### config.mk
export PLATFORM = sky130hd
export DESIGN_NAME = csel_pipe_adder_flat
export DESIGN_NICKNAME = d
export VERILOG_FILES = /design/src/rtl/csel_pkg.sv /design/src/rtl/csel_pipe_adder_if.sv /design/src/rtl/csel_segment.sv /design/src/rtl/csel_pipe_adder.sv /design/src/flat_wrapper.sv
export SDC_FILE = /design/constraint.sdc
export NUM_CORES = 1
export LEC_CHECK = 0
export ABC_AREA = 1
export BUFFER_PORTS_ARGS = -buffer_cell sky130_fd_sc_hd__clkbuf_2
export CAP_MARGIN = 0
export CELL_PAD_IN_SITES_DETAIL_PLACEMENT = 0
export CELL_PAD_IN_SITES_GLOBAL_PLACEMENT = 1
export CORE_MARGIN = 2
export CORE_UTILIZATION = 32
export DETAILED_ROUTE_END_ITERATION = 6
export PLACE_DENSITY_LB_ADDON = 0.1
export SETUP_SLACK_MARGIN = 0.02
export SLEW_MARGIN = 10
export SYNTH_ARGS = -nofsm -noshare
export SYNTH_HDL_FRONTEND = slang
export SYNTH_SLANG_ARGS = --single-unit
export TNS_END_PERCENT = 50
### constraint.sdc
create_clock -name clk -period 7.2 [get_ports clk]
set_input_delay 0.36 -clock clk [delete_from_list [all_inputs] [get_ports clk]]
set_output_delay 0.36 -clock clk [all_outputs]
set_load 0.01 [all_outputs]
### src/rtl/csel_pkg.sv
// Shared constants and helpers for the pipelined carry-select adder.
package csel_pkg;

  localparam int CSEL_WIDTH = 16;
  localparam int CSEL_SEG   = 4;

  // Default configuration must split into whole segments.
  localparam bit CSEL_WIDTH_OK = (CSEL_WIDTH % CSEL_SEG) == 0;

  function automatic bit csel_width_ok(input int width, input int seg);
    return (seg > 0) && (width >= seg) && ((width % seg) == 0);
  endfunction

  function automatic int csel_nseg(input int width, input int seg);
    return width / seg;
  endfunction

endpackage

### src/rtl/csel_pipe_adder_if.sv
// Operand/result bus of the carry-select adder.
// Both sides use plain valid/ready: a transfer happens on a rising edge where valid && ready;
// the sender holds its payload stable while valid is high and ready is low.
interface csel_pipe_adder_if
  import csel_pkg::*;
#(
  parameter int WIDTH = CSEL_WIDTH
) ();

  logic             in_valid;
  logic             in_ready;
  logic [WIDTH-1:0] a;
  logic [WIDTH-1:0] b;
  logic             cin;
  logic             out_valid;
  logic             out_ready;
  logic [WIDTH-1:0] sum;
  logic             cout;

  modport master (
    output in_valid, a, b, cin, out_ready,
    input  in_ready, out_valid, sum, cout
  );

  modport slave (
    input  in_valid, a, b, cin, out_ready,
    output in_ready, out_valid, sum, cout
  );

endinterface

### src/rtl/csel_segment.sv
// One carry-select segment: both candidate sums are formed up front, the incoming carry picks one.
module csel_segment #(
  parameter int SEG = 4
) (
  input  logic [SEG-1:0] a_i,
  input  logic [SEG-1:0] b_i,
  input  logic           sel_i,
  output logic [SEG-1:0] sum_o,
  output logic           c_o
);

  logic [SEG:0] s0;
  logic [SEG:0] s1;

  assign s0 = {1'b0, a_i} + {1'b0, b_i};
  assign s1 = {1'b0, a_i} + {1'b0, b_i} + {{SEG{1'b0}}, 1'b1};

  for (genvar i = 0; i < SEG; i++) begin : g_bit
    mux_2X1 u_mux (
      .d0_i  (s0[i]),
      .d1_i  (s1[i]),
      .sel_i (sel_i),
      .y_o   (sum_o[i])
    );
  end

  mux_2X1 u_carry_mux (
    .d0_i  (s0[SEG]),
    .d1_i  (s1[SEG]),
    .sel_i (sel_i),
    .y_o   (c_o)
  );

endmodule

module mux_2X1 (
  input  logic d0_i,
  input  logic d1_i,
  input  logic sel_i,
  output logic y_o
);

  assign y_o = sel_i ? d1_i : d0_i;

endmodule

### src/rtl/csel_pipe_adder.sv
// Pipelined carry-select adder: one SEG-bit segment resolved per stage, valid/ready with full back-pressure.
module csel_pipe_adder
  import csel_pkg::*;
#(
  parameter int WIDTH = CSEL_WIDTH,
  parameter int SEG   = CSEL_SEG
) (
  input  logic               clk,
  input  logic               rst,
  csel_pipe_adder_if.slave   bus
);

  localparam int NSEG = csel_nseg(WIDTH, SEG);

  if (!csel_width_ok(WIDTH, SEG) || !CSEL_WIDTH_OK) begin : g_bad_width
    $error("csel_pipe_adder: WIDTH must be a non-zero multiple of SEG");
  end

  logic             adv;
  logic [NSEG-1:0]  v_q, v_d;
  logic [NSEG-1:0]  c_q, c_d;
  // Each stage word shifts right by SEG: finished sum segments enter at the top,
  // the operand segment for the next stage sits at the bottom.
  logic [WIDTH-1:0] ws_q [NSEG];
  logic [WIDTH-1:0] ws_d [NSEG];
  logic [WIDTH-1:0] wb_q [NSEG];
  logic [WIDTH-1:0] wb_d [NSEG];

  logic [SEG-1:0]   seg_a   [NSEG];
  logic [SEG-1:0]   seg_b   [NSEG];
  logic [SEG-1:0]   seg_sum [NSEG];
  logic [NSEG-1:0]  seg_sel;
  logic [NSEG-1:0]  seg_c;

  assign adv           = !v_q[NSEG-1] || bus.out_ready;
  assign bus.in_ready  = adv;
  assign bus.out_valid = v_q[NSEG-1];
  assign bus.sum       = ws_q[NSEG-1];
  assign bus.cout      = c_q[NSEG-1];

  always_comb begin
    seg_a[0]   = bus.a[SEG-1:0];
    seg_b[0]   = bus.b[SEG-1:0];
    seg_sel[0] = bus.cin;
    for (int k = 1; k < NSEG; k++) begin
      seg_a[k]   = ws_q[k-1][SEG-1:0];
      seg_b[k]   = wb_q[k-1][SEG-1:0];
      seg_sel[k] = c_q[k-1];
    end
  end

  for (genvar k = 0; k < NSEG; k++) begin : g_stage
    csel_segment #(.SEG(SEG)) u_seg (
      .a_i   (seg_a[k]),
      .b_i   (seg_b[k]),
      .sel_i (seg_sel[k]),
      .sum_o (seg_sum[k]),
      .c_o   (seg_c[k])
    );
  end

  always_comb begin
    ws_d[0]                 = bus.a >> SEG;
    ws_d[0][WIDTH-1 -: SEG] = seg_sum[0];
    wb_d[0]                 = bus.b >> SEG;
    v_d[0]                  = bus.in_valid && bus.in_ready;
    c_d                     = seg_c;
    for (int k = 1; k < NSEG; k++) begin
      ws_d[k]                 = ws_q[k-1] >> SEG;
      ws_d[k][WIDTH-1 -: SEG] = seg_sum[k];
      wb_d[k]                 = wb_q[k-1] >> SEG;
      v_d[k]                  = v_q[k-1];
    end
  end

  // The whole pipe moves together on adv; bubbles travel like data.
  always_ff @(posedge clk) begin
    if (rst) begin
      v_q <= '0;
      c_q <= '0;
      for (int k = 0; k < NSEG; k++) begin
        ws_q[k] <= '0;
        wb_q[k] <= '0;
      end
    end else if (adv) begin
      v_q <= v_d;
      c_q <= c_d;
      for (int k = 0; k < NSEG; k++) begin
        ws_q[k] <= ws_d[k];
        wb_q[k] <= wb_d[k];
      end
    end
  end

endmodule
### src/flat_wrapper.sv
// flat-port wrapper written by rule: the top's interface ports become plain ports
module csel_pipe_adder_flat import csel_pkg::*;
#(
  parameter int WIDTH = CSEL_WIDTH,
  parameter int SEG   = CSEL_SEG
)
  (clk, rst, bus_in_valid, bus_a, bus_b, bus_cin, bus_out_ready, bus_in_ready, bus_out_valid, bus_sum, bus_cout);
  csel_pipe_adder_if #(.WIDTH(WIDTH)) bus_i ();
  input  logic clk;
  input  logic rst;
  input wire logic [$bits(bus_i.in_valid)-1:0] bus_in_valid;
  input wire logic [$bits(bus_i.a)-1:0] bus_a;
  input wire logic [$bits(bus_i.b)-1:0] bus_b;
  input wire logic [$bits(bus_i.cin)-1:0] bus_cin;
  input wire logic [$bits(bus_i.out_ready)-1:0] bus_out_ready;
  output wire logic [$bits(bus_i.in_ready)-1:0] bus_in_ready;
  output wire logic [$bits(bus_i.out_valid)-1:0] bus_out_valid;
  output wire logic [$bits(bus_i.sum)-1:0] bus_sum;
  output wire logic [$bits(bus_i.cout)-1:0] bus_cout;
  assign bus_i.in_valid = bus_in_valid;
  assign bus_i.a = bus_a;
  assign bus_i.b = bus_b;
  assign bus_i.cin = bus_cin;
  assign bus_i.out_ready = bus_out_ready;
  assign bus_in_ready = bus_i.in_ready;
  assign bus_out_valid = bus_i.out_valid;
  assign bus_sum = bus_i.sum;
  assign bus_cout = bus_i.cout;
  csel_pipe_adder #(.WIDTH(WIDTH), .SEG(SEG)) u_core (.clk(clk), .rst(rst), .bus(bus_i));
endmodule
==> impl_metrics.json, run 1 <==
{
  "status": "completed",
  "root_buffer": "clkbuf_16",
  "n_antenna_cell": 0,
  "power.switching_uw": 274,
  "syn_inst": 440,
  "ys.flop_type": "edfxtp_1",
  "synth_edf_count": 88,
  "crit_path_start_kind": "register",
  "finalSetupTns_ps": 0,
  "drt_pre_antenna_iters": 4,
  "report.final.slew_viol_count": 0,
  "yosysSeqAreaShare": 0.620,
  "postCtsSetupRepairBufs": 0,
  "clkPwrFrac": 0.379,
  "fillerInstances": 1377,
  "min_path_type": "in -> reg",
  "gp_congestion": 0.702,
  "cts_resized": 0,
  "drt_iter0_drc": 188,
  "dp_hpwl_um": 4840,
  "worstSkewPairLatency_ps": 350,
  "ys_ff_latch": 96,
  "pwr-share-comb": 0.088,
  "cts_tree": "built",
  "drtAntennaViolNets": 0,
  "p_seq_frac": 0.533,
  "worstSetupPathType": "reg -> reg",
  "rr_startpoint": "u_core.v_q[3]$_SDFFE_PP0N_",
  "worst-path-buf-inv": 4,
  "yosysWarnings": 0,
  "antenna_found_initial": 0,
  "area_delta_synth_final_pct": 16.6,
  "wirelength_um": 7230,
  "synth.avg_cell_area_um2": 10.3,
  "clock_sinks": 96,
  "cts_hold_buf": 0,
  "final_core_util": 0.381,
  "relSlewSlack": 0.507,
  "cp_max_fo": 47,
  "worst_pin_slew_ps": 739,
  "period_needed_ps": 2310,
  "p_per_area_nw_per_um2": 233,
  "power_leakage_uw": 0.00246,
  "core_um2": 13800,
  "max_freq_ghz": 0.433,
  "synth_area_leaders": "edfxtp_1 59%, inv_1 8.1%, nor2_1 7.9%, ha_1 5.5%, nand2_1 4.7%",
  "grt_usage": 0.107,
  "required_ps": 7230,
  "reg2reg_slack_ps": 4890,
  "clock_skew_ps": 7.01,
  "drc_errors": 0,
  "synth_cell_type_count": 27,
  "portBuffers": 55,
  "holdWs_ps": 251,
  "route.vias.total": 2840,
  "swShare": 0.223,
  "synth_common_cells": "98 x inv_1, 95 x nor2_1, 88 x edfxtp_1, 56 x nand2_1, 20 x ha_1",
  "grt_pass1_vias": 2704,
  "crit_family": "buffers and inverters",
  "hold_end": "u_core.v_q[0]$_SDFFE_PP0N_",
  "yosysMostFrequentCell": "inv_1",
  "cts_made_buffers": 9,
  "die_h_um": 123,
  "clockBufferDepth": 2,
  "cp_slowest_cell": "clkinv_2",
  "ios": 56,
  "path_cells": "inv_1 -> nor2_4 -> inv_1 -> nor2_4 -> clkinv_2 -> buf_4",
  "endpoint_kind": "register",
  "max_stage_delay_ps": 600,
  "yosysTopAreaCell": "edfxtp_1",
  "grt_first_pass_wirelength_um": 12200,
  "timing.final.hold_violations": 0,
  "fin_nets": 560,
  "rsz0062_at_grt": "no",
  "h-tree-depth": 3,
  "rows": 43,
  "grt_max_degree": 48,
  "initial_utilization": 0.327,
  "clk_pin_slew_worst_paths_ps": 70,
  "min_from": "bus_in_valid",
  "syn_nets": 501,
  "drive_above_1_share": 0.167,
  "grt.overflow.total": 0,
  "die_w_um": 123,
  "vias_per_cell": 4.15,
  "power.internal_uw": 955,
  "async_reset_ff_frac": 0,
  "r2r-end": "u_core.ws_q[1][15]$_SDFFCE_PN0P_",
  "wl_per_cell_um": 10.6,
  "die_area_um2": 15100,
  "holdPathStages": 3,
  "worst-endpoint-arrival_ps": 2340,
  "fin_crit_sh": 0.320,
  "synth_top_area_share": 0.585,
  "syn_area_um2": 4520,
  "vdd_ir_drop_max_mv": 0.0958,
  "worstSetupStartpoint": "u_core.v_q[3]$_SDFFE_PP0N_",
  "ff2ff_path_depth": 6,
  "max-cap-violations": 0,
  "finalSetupViolations": 0
}
final cells by class:
type	instances	area, µm²	share of cell area
Clock buffer	10	229	0.0435
Clock inverter	6	60.1	0.0114
Inverter	99	373	0.0708
Multi-Input combinational cell	236	1280	0.244
Sequential cell	96	2800	0.532
Tap cell	180	225	0.0428
Timing Repair Buffer	57	290	0.0551
layout by cell type, fill, tap and decap left out, types with 2 or more instances in the layout:
cell type / Yosys / final
clkbuf_2: 0 / 55
a21oi_2: 2 / 2
nor2_4: 3 / 3
fa_1: 4 / 4
nor3_2: 2 / 2
o21ai_0: 6 / 6
o22ai_1: 2 / 2
nand3_1: 16 / 16
dfxtp_1: 8 / 8
nand3b_1: 2 / 2
edfxtp_1: 88 / 88
or2_1: 2 / 2
nor2_1: 95 / 95
nand2_1: 56 / 56
nor3_1: 2 / 2
nand4_1: 2 / 2
a21oi_1: 13 / 13
clkbuf_16: 0 / 9
ha_1: 20 / 20
buf_4: 0 / 2
and2_4: 2 / 2
inv_1: 98 / 97
clkinv_2: 0 / 3
xnor2_1: 2 / 2
nor3b_1: 2 / 2
cells by family after synthesis:
group / Yosys count / share of synthesized area
AND/OR/NAND/NOR: 186 / 0.178
adder cells (fa/ha/maj): 24 / 0.0731
buffers and inverters: 108 / 0.0950
XOR/XNOR: 2 / 0.00388
flip-flops: 96 / 0.620
AO/OA/AOI/OAI: 23 / 0.0277
multiplexers: 1 / 0.00222
how the worst max path moves through the flow:
stage | end | slack (ps) | cells past startpoint
after floorplan | u_core.wb_q[0][0]$_SDFFCE_PN0P_ | 4330 | 5
after global placement | u_core.ws_q[3][7]$_SDFFCE_PN0P_ | 4750 | 6
after detailed placement | u_core.ws_q[3][7]$_SDFFCE_PN0P_ | 4700 | 6
after CTS | u_core.ws_q[0][3]$_SDFFCE_PN0P_ | 4810 | 6
after global routing | u_core.v_q[0]$_SDFFE_PP0N_ | 4670 | 7
final | u_core.ws_q[1][15]$_SDFFCE_PN0P_ | 4890 | 6
registers in the layout, indices dropped and copies added, names as in the netlist:
signal,cells
u_core.ws_q,64
u_core.wb_q,24
u_core.c_q,4
u_core.v_q,4
metrics by stage:
stage	setup slack [ps]	power [µW]	instance area, µm²	cells
2_1_floorplan	4330	744	4520	440
3_3_place_gp	4750	776	4980	668
3_5_place_dp	4700	778	4980	668
4_1_cts	4810	1250	5270	684
5_1_grt	4670	1290	5270	684
6_report	4890	1230	5270	684
per-layer routing:
| layer | vias to the layer above | global-route usage | share of wire | wire (µm) |
|---|---|---|---|---|
| li1 | 1504 | - | - | - |
| met1 | 1272 | 0.128 | 0.47 | 3400 |
| met2 | 54 | 0.172 | 0.47 | 3370 |
| met3 | 10 | 0.0335 | 0.041 | 295 |
| met4 | 0 | 0.0603 | 0.023 | 167 |
| met5 | - | 0 | 0 | 0 |
power by group through the flow:
stage               Combinational, µW  Clock [µW]  Sequential, µW
CTS                               111         486             655
global route                      128         506             658
detailed placement                110           0             667
finish                            108         466             655
global placement                  110           0             666
floorplan                        76.7           0             667
worst register-to-register path: stages (launching register included):
cell,delay (ps)
dfxtp_1,330
inv_1,70
nor2_4,110
inv_1,100
nor2_4,160
clkinv_2,600
buf_4,600
(Power assumes the default switching activity.)
==> run 2, diff against run 1 <==
--- a/config.mk
+++ b/config.mk
@@ -5,7 +5,7 @@
 export SDC_FILE = /design/constraint.sdc
 export NUM_CORES = 1
 export LEC_CHECK = 0
-export ABC_AREA = 1
+export ABC_AREA = 0
 export BUFFER_PORTS_ARGS = -buffer_cell sky130_fd_sc_hd__clkbuf_2
 export CAP_MARGIN = 0
 export CELL_PAD_IN_SITES_DETAIL_PLACEMENT = 0
==> constraint.sdc (replaced) <==
create_clock -name clk -period 2.1 [get_ports clk]
set_input_delay 0.105 -clock clk [delete_from_list [all_inputs] [get_ports clk]]
set_output_delay 0.105 -clock clk [all_outputs]
set_load 0.01 [all_outputs]
==> run 2 against run 1 <==
Net effect: routed wire length down 10%; sequential power rose to 3.4 times the previous value; highest routed layer unchanged; critical path type unchanged; largest power group unchanged; power rose to 3.4 times the previous value; register-to-register slack worse by 4700 ps; maximum frequency up 20%; global-route usage down 0.51 points; clock power rose to 3.4 times the previous value; non-clock buffer count up 3; synthesized area down 5.3%.
==> impl_metrics.json, run 2 <==
{
  "status": "completed",
  "ff2ff_path_depth": 7,
  "async_reset_ff_frac": 0,
  "grt_max_degree": 77,
  "yosysTopAreaCell": "edfxtp_1",
  "area_delta_synth_final_pct": 19.3,
  "clock_skew_ps": 5.64,
  "portBuffers": 55,
  "ios": 56,
  "grt_first_pass_wirelength_um": 11100,
  "clock_sinks": 96,
  "synth_top_area_share": 0.618,
  "drt_pre_antenna_iters": 4,
  "fin_crit_sh": 0.916,
  "p_per_area_nw_per_um2": 819,
  "cp_max_fo": 3,
  "finish.instance_area_um2": 5100,
  "relSlewSlack": 0.751,
  "vias_per_cell": 4.20,
  "die_h_um": 120,
  "r2r-end": "u_core.c_q[1]$_SDFFE_PP0N_",
  "h-tree-depth": 3,
  "grt_pass1_vias": 2337,
  "synth.avg_cell_area_um2": 13.9,
  "syn_nets": 368,
  "finalSetupTns_ps": 0,
  "crit_path_start_kind": "register",
  "clockBufferDepth": 2,
  "biggestRegsByFlops": "u_core.ws_q x64, u_core.wb_q x24",
  "wirelength_um": 6500,
  "yosysMostFrequentCell": "edfxtp_1",
  "rsz0062_at_grt": "yes",
  "vdd_ir_drop_max_mv": 0.342,
  "clk_pin_slew_worst_paths_ps": 60,
  "synth_common_cells": "88 x edfxtp_1, 72 x and2_1, 25 x nor2_1, 20 x ha_1, 18 x xnor2_1",
  "worstSetupPathType": "reg -> reg",
  "final_cell_mix": "88 x edfxtp_1, 72 x and2_1, 55 x clkbuf_2",
  "timing.final.hold_violations": 0,
  "postCtsSetupRepairBufs": 0,
  "worstSkewPairLatency_ps": 340,
  "cts_tree": "built",
  "n_antenna_cell": 0,
  "dp_hpwl_um": 4020,
  "worst-endpoint-arrival_ps": 2150,
  "wl_per_cell_um": 11.8,
  "gp_congestion": 0.696,
  "die_area_um2": 14300,
  "fin_nets": 429,
  "finalSetupViolations": 0,
  "ys_ff_latch": 96,
  "grt_usage": 0.102,
  "worst_pin_slew_ps": 371,
  "rows": 42,
  "report.final.slew_viol_count": 0,
  "power_leakage_uw": 0.00219,
  "core_um2": 13100,
  "endpoint_kind": "register",
  "cts_made_buffers": 9,
  "required_ps": 2320,
  "grt.overflow.total": 0,
  "largest_register_ffs": 64,
  "hold_end": "u_core.wb_q[0][4]$_SDFFCE_PN0P_",
  "route.vias.total": 2308,
  "max-cap-violations": 0,
  "root_buffer": "clkbuf_16",
  "rr_startpoint": "u_core.ws_q[0][0]$_SDFFCE_PN0P_",
  "syn_inst": 307,
  "layout_commonest_cell": "edfxtp_1",
  "reg2reg_slack_ps": 180,
  "yosysSeqAreaShare": 0.655,
  "largest-register": "u_core.ws_q",
  "ys.flop_type": "edfxtp_1",
  "fillerInstances": 1293,
  "synth_cell_type_count": 26,
  "min_path_type": "in -> reg",
  "min_from": "bus_b[8]",
  "drive_above_1_share": 0.233,
  "place_area_um2": 4800,
  "holdPathStages": 2,
  "initial_utilization": 0.326,
  "drt_iter0_drc": 134,
  "syn_area_um2": 4280,
  "drtAntennaViolNets": 0,
  "die_w_um": 120,
  "synth_area_leaders": "edfxtp_1 62%, and2_1 11%, ha_1 5.8%, dfxtp_1 3.7%, xnor2_1 3.7%",
  "yosysWarnings": 0,
  "period_needed_ps": 1920,
  "drc_errors": 0,
  "synth_edf_count": 88,
  "final_core_util": 0.389,
  "max_freq_ghz": 0.520,
  "antenna_found_initial": 0
}
run 2: critical path: stages, from the launching register on:
cell      delay, ps
edfxtp_1        370
ha_1            240
fa_1            580
ha_1            150
nand2_1          70
nor2_2          160
a211oi_2         80
nand3b_1        160
run 2: worst max-delay path by stage:
| stage | start | end | slack [ps] | cells after the start |
|---|---|---|---|---|
| floorplan | u_core.v_q[3]$_SDFFE_PP0N_ | u_core.wb_q[0][0]$_SDFFCE_PN0P_ | -380 | 4 |
| global placement | u_core.ws_q[0][0]$_SDFFCE_PN0P_ | u_core.c_q[1]$_SDFFE_PP0N_ | 170 | 7 |
| detailed placement | u_core.ws_q[1][0]$_SDFFCE_PN0P_ | u_core.c_q[2]$_SDFFE_PP0N_ | 130 | 7 |
| CTS | u_core.ws_q[0][0]$_SDFFCE_PN0P_ | u_core.c_q[1]$_SDFFE_PP0N_ | 110 | 7 |
| global route | u_core.ws_q[0][0]$_SDFFCE_PN0P_ | u_core.c_q[1]$_SDFFE_PP0N_ | -20 | 7 |
| finish | u_core.ws_q[0][0]$_SDFFCE_PN0P_ | u_core.c_q[1]$_SDFFE_PP0N_ | 180 | 7 |
run 2: repair_timing:
| item | 4_1_cts | 5_1_grt |
|---|---|---|
| hold buffers | 1 | 0 |
| gates resized for setup | 0 | 2 |
| setup endpoints to repair | 0 | 4 |
| hold endpoints to repair | 1 | 0 |
run 2: per-stage QoR:
step / hold WS (ps) / worst slack (ps) / total power (µW) / std cells
2_1_floorplan: 170 / -383 / 2510 / 307
5_1_grt: 29.3 / -17.2 / 4390 / 549
4_1_cts: 17.5 / 112 / 4270 / 549
6_report: 35.2 / 176 / 4180 / 549
3_3_place_gp: 338 / 168 / 2620 / 532
3_5_place_dp: 343 / 131 / 2630 / 532
run 2: per-layer routing:
layer / vias to the layer above / share of wire / track usage
met5: - / 0 / 0
met4: 0 / 0.028 / 0.0640
met3: 10 / 0.034 / 0.0295
met2: 40 / 0.45 / 0.156
met1: 1058 / 0.49 / 0.127
li1: 1200 / - / -
run 2: logic make-up (layout without fill, tap and decap cells):
| logic type | count (synthesis) | count (layout) | share of synthesized area |
|---|---|---|---|
| multiplexers | 4 | 4 | 0.00936 |
| AND/OR/NAND/NOR | 130 | 130 | 0.168 |
| flip-flops | 96 | 96 | 0.655 |
| adder cells (fa/ha/maj) | 24 | 24 | 0.0772 |
| buffers and inverters | 12 | 78 | 0.0132 |
| AO/OA/AOI/OAI | 23 | 23 | 0.0398 |
| XOR/XNOR | 18 | 18 | 0.0369 |
run 2: power by group:
group | internal [µW] | total (µW) | switching (µW)
Sequential | 2210 | 2240 | 33.5
Clock | 922 | 1600 | 682
Combinational | 167 | 337 | 170
Total | 3300 | 4180 | 886
run 2: layout make-up:
| type | instances | area (µm²) | share of cell area |
|---|---|---|---|
| repair buffers | 60 | 340 | 0.0667 |
| inverters | 2 | 13.8 | 0.00270 |
| well taps | 176 | 220 | 0.0431 |
| flip-flops and latches | 96 | 2800 | 0.549 |
| multi-input cells | 199 | 1440 | 0.281 |
| clock buffers | 11 | 233 | 0.0456 |
| clock inverters | 5 | 57.6 | 0.0113 |
==> run 3, diff against run 2 <==
--- a/config.mk
+++ b/config.mk
@@ -8,12 +8,9 @@
 export ABC_AREA = 0
 export BUFFER_PORTS_ARGS = -buffer_cell sky130_fd_sc_hd__clkbuf_2
 export CAP_MARGIN = 0
-export CELL_PAD_IN_SITES_DETAIL_PLACEMENT = 0
-export CELL_PAD_IN_SITES_GLOBAL_PLACEMENT = 1
 export CORE_MARGIN = 2
 export CORE_UTILIZATION = 32
 export DETAILED_ROUTE_END_ITERATION = 6
-export PLACE_DENSITY_LB_ADDON = 0.1
 export SETUP_SLACK_MARGIN = 0.02
 export SLEW_MARGIN = 10
 export SYNTH_ARGS = -nofsm -noshare
==> run 3 against run 2 <==
Net effect: register-to-register slack about the same; utilization down 0.22 points; first-iteration DRC count down 29%; clock skew up 1.5 ps; global-route usage down 0.68 points; clock power down 9%; via count up 1.3%; maximum frequency about the same; flip-flop and latch count unchanged; power down 3.5%; die area unchanged; sequential share of layout area up 0.31 points.
==> impl_metrics.json, run 3 (synthesis gave the netlist of run 2 again) <==
{
  "cp_slowest_cell": "fa_1",
  "min_path_type": "in -> reg",
  "rsz0062_at_grt": "no",
  "root_buffer": "clkbuf_16",
  "fin_crit_sh": 0.916,
  "vias_per_cell": 4.27,
  "cp-endpoint": "u_core.ws_q[1][14]$_SDFFCE_PN0P_",
  "worst_pin_slew_ps": 574,
  "p_per_area_nw_per_um2": 795,
  "cts_made_buffers": 9,
  "worstSetupPathType": "reg -> reg",
  "grt_pass1_vias": 2423,
  "clk_pin_slew_worst_paths_ps": 60,
  "path_cells": "ha_1 -> fa_1 -> ha_1 -> nand2_1 -> nand2_1 -> nor3b_1",
  "antenna_found_initial": 0,
  "rr_startpoint": "u_core.ws_q[0][0]$_SDFFCE_PN0P_",
  "portBuffers": 55,
  "dp_hpwl_um": 4030,
  "fillerInstances": 1290,
  "endpoint_kind": "register",
  "vdd_ir_drop_max_mv": 0.331,
  "ff2ff_path_depth": 6,
  "power_leakage_uw": 0.00219,
  "rows": 42,
  "max_freq_ghz": 0.520,
  "drt_pre_antenna_iters": 4,
  "grt.overflow.total": 0,
  "relSlewSlack": 0.617,
  "drc_errors": 0,
  "drtAntennaViolNets": 0,
  "largest_register_ffs": 64,
  "grt_first_pass_wirelength_um": 10700,
  "final_cell_mix": "88 x edfxtp_1, 72 x and2_1, 55 x clkbuf_2",
  "n_antenna_cell": 0,
  "clock_skew_ps": 7.17,
  "largest-register": "u_core.ws_q",
  "drive_above_1_share": 0.239,
  "worstSetupStartpoint": "u_core.ws_q[0][0]$_SDFFCE_PN0P_",
  "report.final.slew_viol_count": 0,
  "biggestRegsByFlops": "u_core.ws_q x64, u_core.wb_q x24",
  "timing.final.hold_violations": 0,
  "wirelength_um": 6180,
  "clockBufferDepth": 2,
  "worst-endpoint-arrival_ps": 2010,
  "grt_max_degree": 77,
  "clock_sinks": 96,
  "h-tree-depth": 3,
  "core_um2": 13100,
  "period_needed_ps": 1920,
  "die_w_um": 120,
  "max_stage_delay_ps": 520,
  "area_delta_synth_final_pct": 18.7,
  "cp_max_fo": 3,
  "layout_commonest_cell": "edfxtp_1",
  "reg2reg_slack_ps": 180,
  "wl_per_cell_um": 11.3,
  "worstSkewPairLatency_ps": 340,
  "die_area_um2": 14300,
  "place_ws_ps": 119,
  "drt_iter0_drc": 95,
  "cts_tree": "built",
  "required_ps": 2180,
  "ios": 56,
  "postCtsSetupRepairBufs": 0,
  "finalSetupViolations": 0,
  "fin_nets": 429,
  "status": "completed",
  "route.vias.total": 2338,
  "fin_ws_ps": 176,
  "die_h_um": 120,
  "gp_congestion": 0.728,
  "crit_path_start_kind": "register",
  "initial_utilization": 0.326,
  "grt_usage": 0.0954,
  "r2r-end": "u_core.ws_q[1][14]$_SDFFCE_PN0P_",
  "max-cap-violations": 0,
  "final_core_util": 0.386
}
[run 3: changes by cell type in the layout (fill, tap and decap cells not counted), sizes merged]
| cell | delta |
|---|---|
| clkinv | +3 |
| clkbuf | -2 |
| clkinvlp | -2 |
| bufinv | -1 |
| inv | +1 |
[run 3: what timing repair did]
action	in CTS	in global routing
gates resized for setup	0	4
hold buffers	1	0
endpoints found under the hold margin	1	0
setup endpoints to repair	0	3
[run 3: cell type report]
class                      count  area, µm²  area share
sequential                    96       2800       0.552
multi-input combinational    199       1450       0.285
timing repair buffer          60        328      0.0646
clock buffer                   9        225      0.0444
tap                          176        220      0.0434
clock inverter                 6       36.3     0.00715
inverter                       2       13.8     0.00271
[run 3: power breakdown]
| group | switching, µW | internal, µW | leakage, µW | total, µW |
|---|---|---|---|---|
| Clock | 666 | 791 | 0.000131 | 1460 |
| Combinational | 172 | 167 | 0.000945 | 339 |
| Sequential | 33.1 | 2210 | 0.00111 | 2240 |
| Total | 871 | 3160 | 0.00219 | 4030 |
[run 3: how the worst min path moves through the flow]
stage	startpoint	to	slack [ps]	cells after the start
4_1_cts	bus_b[8]	u_core.wb_q[0][4]$_SDFFCE_PN0P_	20	2
2_1_floorplan	rst	u_core.v_q[3]$_SDFFE_PP0N_	170	1
3_5_place_dp	bus_in_valid	u_core.v_q[0]$_SDFFE_PP0N_	350	3
5_1_grt	bus_a[8]	u_core.ws_q[0][4]$_SDFFCE_PN0P_	30	2
3_3_place_gp	bus_in_valid	u_core.v_q[0]$_SDFFE_PP0N_	340	3
6_report	bus_a[7]	u_core.ws_q[0][3]$_SDFFCE_PN0P_	40	2
[run 3: stage by stage]
| step | total power (µW) | hold WS, ps | cells | setup TNS (ps) | instance area [µm²] |
|---|---|---|---|---|---|
| after floorplan | 2510 | 170 | 307 | -33700 | 4290 |
| after global placement | 2610 | 337 | 532 | 0 | 4790 |
| after detailed placement | 2620 | 350 | 532 | 0 | 4790 |
| after CTS | 4100 | 23.6 | 548 | 0 | 5060 |
| after global routing | 4220 | 31.3 | 548 | 0 | 5080 |
| final | 4030 | 38.5 | 548 | 0 | 5080 |
[run 3: routing by layer]
metal | global-route usage | routed length, µm | share of wire
met1 | 0.110 | 2840 | 0.46
met4 | 0.0574 | 167 | 0.027
met3 | 0.0223 | 236 | 0.038
met2 | 0.161 | 2930 | 0.47
met5 | 0 | 0 | 0
[run 3: worst max-delay path: cells and delay by family (launching register included)]
kind | cells | cell delay [ps]
AND/OR/NAND/NOR | 3 | 340
adder cells (fa/ha/maj) | 3 | 960
flip-flops | 1 | 370
